==> src/rtl/lc3_pkg.sv <==
// Shared LC3 definitions: opcode constants, memory FSM state encoding and
// small opcode classification helpers used by the pipeline controller.
package lc3_pkg;

  localparam logic [3:0] OP_BR  = 4'b0000;
  localparam logic [3:0] OP_ADD = 4'b0001;
  localparam logic [3:0] OP_LD  = 4'b0010;
  localparam logic [3:0] OP_ST  = 4'b0011;
  localparam logic [3:0] OP_AND = 4'b0101;
  localparam logic [3:0] OP_LDR = 4'b0110;
  localparam logic [3:0] OP_STR = 4'b0111;
  localparam logic [3:0] OP_NOT = 4'b1001;
  localparam logic [3:0] OP_LDI = 4'b1010;
  localparam logic [3:0] OP_STI = 4'b1011;
  localparam logic [3:0] OP_JMP = 4'b1100;
  localparam logic [3:0] OP_LEA = 4'b1110;

  typedef enum logic [1:0] {
    MEM_READ  = 2'b00,
    MEM_IND   = 2'b01,
    MEM_WRITE = 2'b10,
    MEM_IDLE  = 2'b11
  } mem_state_t;

  // True for the instructions whose result comes straight out of the ALU.
  function automatic logic is_alu_op(input logic [3:0] op);
    return (op == OP_ADD) || (op == OP_AND) || (op == OP_NOT);
  endfunction

endpackage

==> src/rtl/lc3_mem_fsm.sv <==
// Memory-access sequencer for LD/LDR/LDI/ST/STR/STI. Exposes both the current
// state and the next state so the controller can register its stage enables
// in step with the stall.
module lc3_mem_fsm
  import lc3_pkg::*;
(
  input  logic       clk,
  input  logic       rst,
  input  logic [3:0] opcode,
  input  logic       enable_execute,
  input  logic       complete_data,
  output mem_state_t mem_state,
  output mem_state_t mem_state_next
);

  mem_state_t state_reg, state_next;
  // Remembers whether an indirect access finishes as a store (STI) or a load
  // (LDI); ir_exec may move on while the access is in flight.
  logic ind_store_reg, ind_store_next;

  // State register; reset drops any in-flight access immediately.
  always_ff @(posedge clk or posedge rst) begin
    if (rst) begin
      state_reg     <= MEM_IDLE;
      ind_store_reg <= 1'b0;
    end else begin
      state_reg     <= state_next;
      ind_store_reg <= ind_store_next;
    end
  end

  // Next-state logic: launch from IDLE on a memory opcode in execute, advance
  // only when the data memory reports completion.
  always_comb begin
    state_next     = state_reg;
    ind_store_next = ind_store_reg;
    case (state_reg)
      MEM_IDLE: begin
        if (enable_execute) begin
          case (opcode)
            OP_LD, OP_LDR: state_next = MEM_READ;
            OP_ST, OP_STR: state_next = MEM_WRITE;
            OP_LDI: begin
              state_next     = MEM_IND;
              ind_store_next = 1'b0;
            end
            OP_STI: begin
              state_next     = MEM_IND;
              ind_store_next = 1'b1;
            end
            default: state_next = MEM_IDLE;
          endcase
        end
      end
      MEM_IND: begin
        if (complete_data) state_next = ind_store_reg ? MEM_WRITE : MEM_READ;
      end
      MEM_READ, MEM_WRITE: begin
        if (complete_data) state_next = MEM_IDLE;
      end
      default: state_next = MEM_IDLE;
    endcase
  end

  assign mem_state      = state_reg;
  assign mem_state_next = state_next;

endmodule

==> src/rtl/lc3_pipeline_controller.sv <==
// Central sequencer for the five-stage LC3 pipeline: pipeline fill after
// reset, memory stalls, branch/jump bubbles and ALU bypass detection.
module lc3_pipeline_controller
  import lc3_pkg::*;
(
  input  logic        clk,
  input  logic        rst,
  input  logic        complete_instr,
  input  logic        complete_data,
  input  logic [15:0] ir,
  input  logic [15:0] ir_exec,
  input  logic [2:0]  nzp,
  output logic        enable_fetch,
  output logic        enable_decode,
  output logic        enable_execute,
  output logic        enable_writeback,
  output logic        enable_updatepc,
  output logic        br_taken,
  output logic        bypass_alu_1,
  output logic        bypass_alu_2,
  output logic [1:0]  mem_state
);

  logic [1:0] fill_reg, fill_next;
  logic [1:0] bubble_reg, bubble_next;
  logic       fetch_reg, decode_reg, execute_reg, writeback_reg, updatepc_reg, br_taken_reg;
  logic       fetch_next, decode_next, execute_next, writeback_next, updatepc_next, br_taken_next;

  mem_state_t mem_cur, mem_nxt;
  logic       busy, busy_next;
  logic [3:0] op_dec, op_exec;
  logic       branch_in_decode;
  logic       branch_cond;
  logic       src1_reads_reg, src2_reads_reg;

  // Fields of ir/ir_exec the controller never looks at.
  logic       unused_bits;
  assign unused_bits = ^{ir[11:9], ir[4:3], ir_exec[8:0]};

  lc3_mem_fsm u_mem_fsm (
    .clk            (clk),
    .rst            (rst),
    .opcode         (op_exec),
    .enable_execute (execute_reg),
    .complete_data  (complete_data),
    .mem_state      (mem_cur),
    .mem_state_next (mem_nxt)
  );

  assign op_dec    = ir[15:12];
  assign op_exec   = ir_exec[15:12];
  assign busy      = (mem_cur != MEM_IDLE);
  assign busy_next = (mem_nxt != MEM_IDLE);

  // Front-end enables stall whenever instruction memory has not delivered.
  logic [2:0] front_reg, front_gated;
  assign front_reg = {fetch_reg, decode_reg, updatepc_reg};
  for (genvar gi = 0; gi < 3; gi++) begin : g_front_gate
    assign front_gated[gi] = front_reg[gi] & complete_instr;
  end
  assign enable_fetch    = front_gated[2];
  assign enable_decode   = front_gated[1];
  assign enable_updatepc = front_gated[0];
  assign enable_execute  = execute_reg;
  // During a stall writeback only fires as the final load data arrives.
  assign enable_writeback = busy ? ((mem_cur == MEM_READ) && complete_data) : writeback_reg;
  assign br_taken         = br_taken_reg;
  assign mem_state        = mem_cur;

  assign branch_in_decode = enable_decode && ((op_dec == OP_BR) || (op_dec == OP_JMP));
  assign branch_cond      = (op_exec == OP_JMP) || ((ir_exec[11:9] & nzp) != 3'b000);

  // Bypass detection: which decode-stage instructions read SR1 / SR2.
  assign src1_reads_reg = is_alu_op(op_dec) || (op_dec == OP_LDR) ||
                          (op_dec == OP_STR) || (op_dec == OP_JMP);
  assign src2_reads_reg = ((op_dec == OP_ADD) || (op_dec == OP_AND)) && !ir[5];

  // Combinational bypass flags, valid alongside ir/ir_exec.
  always_comb begin
    bypass_alu_1 = 1'b0;
    bypass_alu_2 = 1'b0;
    if (execute_reg && is_alu_op(op_exec)) begin
      bypass_alu_1 = (ir_exec[11:9] == ir[8:6]) && src1_reads_reg;
      bypass_alu_2 = (ir_exec[11:9] == ir[2:0]) && src2_reads_reg;
    end
  end

  // Next values for counters and registered enables; enables are derived from
  // the next stall/bubble state so they line up with the cycles they govern.
  always_comb begin
    fill_next = (fill_reg == 2'd3) ? 2'd3 : fill_reg + 2'd1;

    if (branch_in_decode)
      bubble_next = 2'd3;
    else if (busy)
      bubble_next = bubble_reg;
    else if (bubble_reg != 2'd0)
      bubble_next = bubble_reg - 2'd1;
    else
      bubble_next = bubble_reg;

    fetch_next     = !busy_next && (bubble_next == 2'd0);
    decode_next    = (fill_reg >= 2'd1) && !busy_next && (bubble_next == 2'd0);
    execute_next   = (fill_reg >= 2'd2) && !busy_next;
    writeback_next = (fill_reg == 2'd3);
    updatepc_next  = !busy_next && (bubble_next <= 2'd1);
    br_taken_next  = !busy_next && (bubble_next == 2'd1) && branch_cond;
  end

  // Controller state registers.
  always_ff @(posedge clk or posedge rst) begin
    if (rst) begin
      fill_reg      <= 2'd0;
      bubble_reg    <= 2'd0;
      fetch_reg     <= 1'b0;
      decode_reg    <= 1'b0;
      execute_reg   <= 1'b0;
      writeback_reg <= 1'b0;
      updatepc_reg  <= 1'b0;
      br_taken_reg  <= 1'b0;
    end else begin
      fill_reg      <= fill_next;
      bubble_reg    <= bubble_next;
      fetch_reg     <= fetch_next;
      decode_reg    <= decode_next;
      execute_reg   <= execute_next;
      writeback_reg <= writeback_next;
      updatepc_reg  <= updatepc_next;
      br_taken_reg  <= br_taken_next;
    end
  end

endmodule

==> config.mk <==
export PLATFORM = sky130hd
export DESIGN_NAME = lc3_pipeline_controller
export DESIGN_NICKNAME = d
export VERILOG_FILES = /design/src/rtl/lc3_pkg.sv /design/src/rtl/lc3_mem_fsm.sv /design/src/rtl/lc3_pipeline_controller.sv
export SDC_FILE = /design/constraint.sdc
export NUM_CORES = 1
export LEC_CHECK = 0
export CORE_MARGIN = 2
export CORE_UTILIZATION = 39
export CTS_BUF_LIST = sky130_fd_sc_hd__clkbuf_2
export DETAILED_ROUTE_END_ITERATION = 7
export HOLD_SLACK_MARGIN = 0.05
export PLACE_DENSITY = 0.93
export SETUP_SLACK_MARGIN = 0.15
export SLEW_MARGIN = 20
export SYNTH_ARGS = -nofsm -noshare
export SYNTH_HDL_FRONTEND = slang
export SYNTH_SLANG_ARGS = --single-unit
==> constraint.sdc <==
create_clock -name clk -period 2.2 [get_ports clk]
set_clock_uncertainty 0.05 [all_clocks]
set_input_delay 0.44 -clock clk [delete_from_list [all_inputs] [get_ports clk]]
set_output_delay 0.44 -clock clk [all_outputs]
set_load 0.03 [all_outputs]
# --- After elaboration in Yosys (flattened, before gate mapping) ---
# Index checks and enable logic that the tools add are counted.
totals:
  word_cells: 93
  reg_bits: 13
  ram_bits: 0
  latchBits: 0
  out_inout_bits: 10
  memories: 0
  romBits: 0
classes:
  n_mul: 0
  n_reduce_logical: 35
  eq_ne: 25
  n_shift: 0
  n_div: 0
  n_mux: 14
  n_addsub: 2
  n_lt_le_gt_ge: 3
  bitwise: 4
ops:
  columns: ["op", "n"]
  rows:
  - ["equality test 4 x 3 -> 1 bit (second input constant)", 6]
  - ["equality test 4 bit (second input constant)", 6]
  - ["2-to-1 mux 2 bit", 8]
  - ["logical AND 1 bit", 13]
  - ["case mux 2 bit (3 select lines)", 2]
  - ["logical OR 1 bit", 9]
  - ["equality test 4 x 1 -> 1 bit (second input constant)", 2]
  - ["equality test 4 x 2 -> 1 bit (second input constant)", 2]
  - ["OR reduction 2 bit", 4]
  - ["equality test 2 bit (second input constant)", 3]
  - ["equality test 3 bit", 2]
  - ["equality test 2 x 1 -> 1 bit (second input constant)", 2]
  - ["logical NOT 2 bit", 2]
  - ["logical NOT 4 bit", 1]
  - ["!= test 2 bit (second input constant)", 2]
  - ["nonzero test 2 bit", 2]
  - ["AND 1 bit", 3]
  - ["AND 3 bit", 1]
  - ["2-to-1 mux 1 bit", 3]
  - ["AND reduction 3 bit", 1]
  - ["nonzero test 3 bit", 1]
  - ["adder 2 x 1 -> 2 bit (second input constant)", 1]
  - ["greater-or-equal comparator 2 x 1 -> 1 bit (second input constant)", 1]
  - ["greater-or-equal comparator 2 bit (second input constant)", 1]
  - ["other kinds (4)", 5]

# --- Logic depth before layout (Yosys ltp) ---
logic_depth:
  word_depth: 9
  mapped_depth: 4
  depth_no_buf: 4

# --- By module ---
# From an unflattened synthesis, not the netlist that was laid out.
hier_totals:
  cells_unflattened: 72
  hier_area_um2: 740.7
by_module_without_submodules:
  columns: ["mod", "area_per_inst_um2", "instances", "seq_area_each_um2", "cells_per_inst"]
  rows:
  - ["lc3_pipeline_controller", 579.3, 1, 250.2, 57]
  - ["lc3_mem_fsm", 161.4, 1, 77.6, 15]

# --- Least setup slack after synthesis ---
# No wires, ideal clock.
synth_path:
  path_kind: "input to output"
  startpoint: "input ir[15]"
  endpoint: "output bypass_alu_2"
  path_stages: 3
  arrival_ns: 1.769
  slack_ns: -0.059
  path_cell_list: "nor4b_1 nand2_1 nor4_1"
synth_between:
  elab_chain_cells: 5
synth_lines:
  columns: ["element", "line_no", "rtl"]
  rows:
  - ["from (decl)", "lc3_pipeline_controller.sv:10", "input logic [15:0] ir,"]
  - ["equality test 4 x 1 -> 1 bit or equality test 4 x 3 -> 1 bit (tied branches)", "lc3_pipeline_controller.sv:76", "assign src2_reads_reg = ((op_dec == OP_ADD) || (op_dec == OP_AND)) && !ir[5];"]
  - ["logical OR 1 bit *", "lc3_pipeline_controller.sv:76", null]
  - ["logical AND 1 bit *", "lc3_pipeline_controller.sv:76", null]
  - ["logical AND 1 bit *", "lc3_pipeline_controller.sv:84", "bypass_alu_2 = (ir_exec[11:9] == ir[2:0]) && src2_reads_reg;"]
  - ["2-to-1 mux 1 bit *", "lc3_pipeline_controller.sv:82", "if (execute_reg && is_alu_op(op_exec)) begin"]
  - ["to (decl)", "lc3_pipeline_controller.sv:20", "output logic bypass_alu_2,"]
# Mark *: on every way between the ends. The rest lies on a longest branch, timed or not.

# --- Worst setup path after layout ---
layout_path:
  startpoint: "input ir[13]"
  endpoint: "output bypass_alu_2"
# Same word-level chain as after synthesis.

==> impl_results.md <==
- Status: finished, final reports clean
- Final setup fails: 0
- Synth area leader: dfrtp_1
- Max-slew headroom: 69.0%
- Synth top area cells: dfrtp_1, dfstp_2, xnor2_1, and2_1, nor4b_2
- VDD IR max: 583 uV
- Total grt overflow: 0
- Min Tclk post-route: 1970 ps
- # hold bufs at CTS: 0
- Post-synthesis cell area: 747 um^2
- Req. time, crit path: 1710 ps
- I/O Buffers: 34
- CP Buf/Inv Count: 2
- Cell variety after synth: 33
- DP Area: 1120 um^2
- Synthesized flop and latch total: 13
- Cells along the critical path: dlygate4sd2_1 -> nor4b_4 -> nand2_1 -> nor4_2 -> buf_4
- Fillers: 173
- Crit share post-route: 89.5%
- PD cells: 914 nW/um^2
- Leakage dissipation: 0.000546 uW
- Number of I/O pins: 49
- Clk_lat worst skew: 280 ps
- WL per Instance: 13.3 um
- Mean post-synth cell area: 10.5 um^2
- Via density: 5.04
- GRT Total Usage: 18.0%
- Final hold vios: 0
- CP top delay family: simple AND/OR/NAND/NOR gates
- Top FF cell, synth: dfrtp_1
- CTS tree: yes
- CTS sink cnt: 13
- EDFF count, synth: 0
- First-pass GRT wire length: 2790 um
- Critical Path End Type: output port
- Syn Inst Count: 71
- Layout area overhead: 55.6%
- Multi-input logic area: 432 um^2
- RD Place Congestion: 0.712
- Simple-gate share of the synthesized area: 33.0%
- HPWL Detailed: 1470 um
- CP arrival: 1480 ps
- Sequential element share of the synthesized area: 43.9%
- Hold Path Class: input pin to async pin
- Maximum root-to-sink buffer count: 2
- DP Worst Slack: -53.5 ps
- Site Rows: 15
- CORE AREA: 1760 um^2
- Post-route cell area: 1160 um^2
- Largest net degree at the start of global routing: 14
- Net Count, Synth: 110
- N_diodes: 0
- Initial DRC Count: 11
- Die area: 2280 um^2
- CTS clock-pin slew for the worst setup and hold paths: 120 ps
- Yosys warning count: 0
- CTS Root Cell: clkbuf_2
- Nets: 152
- Hold_ws: 401 ps
- Commonest cells after routing, fill and taps aside: dlygate4sd2_1, dfrtp_1, clkdlybuf4s50_1, buf_4, nand2_1
- DR vias: 691
- Die Height: 47.8 um
- Remaining DRCs: 0
- H-tree depth: 1
- Max Slew Vio Count: 0
- Layout cells sized above 1: 26.8%
- Setup TNS: 0 ps
- CTS buffer count: 3
- WL final: 1820 um
- Worst Setup Start Kind: input pin
- Crit-path max cell delay: 270 ps
- Least-Margin Pin Slew: 464 ps
- Commonest non-fill, non-tap cell in the layout: dlygate4sd2_1
- Drt first pass iters: 4
- Initial antenna violation count: 0
- Synth top area share: 36.9%
- CP max-delay cell: dlygate4sd2_1
- Compound-Gate Fraction of Synth Area: 10.7%
- Post-route antenna net violation count: 0
- Vias in the first global route: 653
- Placed insts: 132
- Post-synth ARST share: 100%
- CP Class: input pin to output port
- Maximum fanout along the worst path: 2
- Die Span X: 47.8 um
- Fraction of synthesized area in multiplexers: 1.51%
- XOR/XNOR Fraction of Synth Area: 9.38%
- PnR worst setup slack: 231 ps
- Main combinational cell family by area after synthesis: simple AND/OR/NAND/NOR gates
- Setup repair after global routing missed its margin: no
- Post-Synth Adder-Cell Area: 0%
- Max-cap violations: 0
- Starting Density: 42.3%
- Post-Layout Cell Count: 137
- Achievable Freq: 0.508 GHz
- Register area: 328 um^2
[worst paths after layout]
path                            slack, ps                   start                      to  depth (start not counted)
worst min register to register        410             fill_reg[0]             fill_reg[0]                          1
min in group clk                      410             fill_reg[0]             fill_reg[0]                          1
worst max-delay path                  230                  ir[13]            bypass_alu_2                          5
max in group asynchronous            1350                     rst  u_mem_fsm.mem_state[1]                          2
worst max register to register        560  u_mem_fsm.mem_state[1]              decode_reg                          4
worst min-delay path                  400                     rst           bubble_reg[0]                          2
[what timing repair did]
| action | CTS | global route |
|---|---|---|
| resized for setup | 17 | 4 |
| setup buffers | 1 | 0 |
| pin swaps | 9 | 4 |
| endpoints found under the setup margin | 4 | 2 |
[metal layers]
metal | part of all wire [%] | wire (um) | GRT usage, % | vias up
met3 | 3.2 | 58 | 2.64 | 5
met1 | 38 | 694 | 20.5 | 335
met2 | 57 | 1030 | 32.3 | 16
met5 | 0 | 0 | 0 | -
met4 | 2.0 | 36 | 9.19 | 0
li1 | - | - | - | 335
[stage by stage]
step	power [uW]	util (%)
4_1_cts	1080	65.3
3_3_place_gp	943	63.8
6_report	1060	65.9
5_1_grt	1140	65.9
3_5_place_dp	965	63.8
2_1_floorplan	751	-
[logic make-up (layout without fill, tap and decap cells)]
| group | count (synthesis) | in the layout |
|---|---|---|
| multiplexers | 1 | 1 |
| AO/OA/AOI/OAI | 9 | 9 |
| XOR/XNOR | 8 | 8 |
| flip-flops | 13 | 13 |
| AND/OR/NAND/NOR | 37 | 37 |
| buffers and inverters | 3 | 44 |
[worst reg2reg max path, stage by stage, from the launching register on]
cell and delay, ps:
dfstp_2 610, and2b_4 210, o31ai_4 230, nand3_2 170, nor4b_2 280
[synthesized netlist by cell type, types with 2 or more instances]
cell type / count
nand2b_1: 4
nand2_1: 7
nor4b_2: 2
and2_1: 5
xnor2_1: 6
inv_1: 2
dfstp_2: 2
nor3_1: 2
xor2_1: 2
nor2_1: 3
dfrtp_1: 11
o21ai_0: 2
nand3_1: 3
[power breakdown]
group / switching, uW / leakage (uW) / internal (uW)
logic: 301 / 0.000381 / 245
registers: 60.5 / 0.000149 / 330
clock network: 76.6 / 0.0000166 / 48.2
total: 438 / 0.000546 / 624
[layout make-up]
class | instances | area share, %
Clock buffer | 4 | 1.72
Inverter | 3 | 0.969
Multi-Input combinational cell | 55 | 37.1
Sequential cell | 13 | 28.2
Tap cell | 25 | 2.69
Timing Repair Buffer | 37 | 29.3
(Power assumes the default switching activity.)
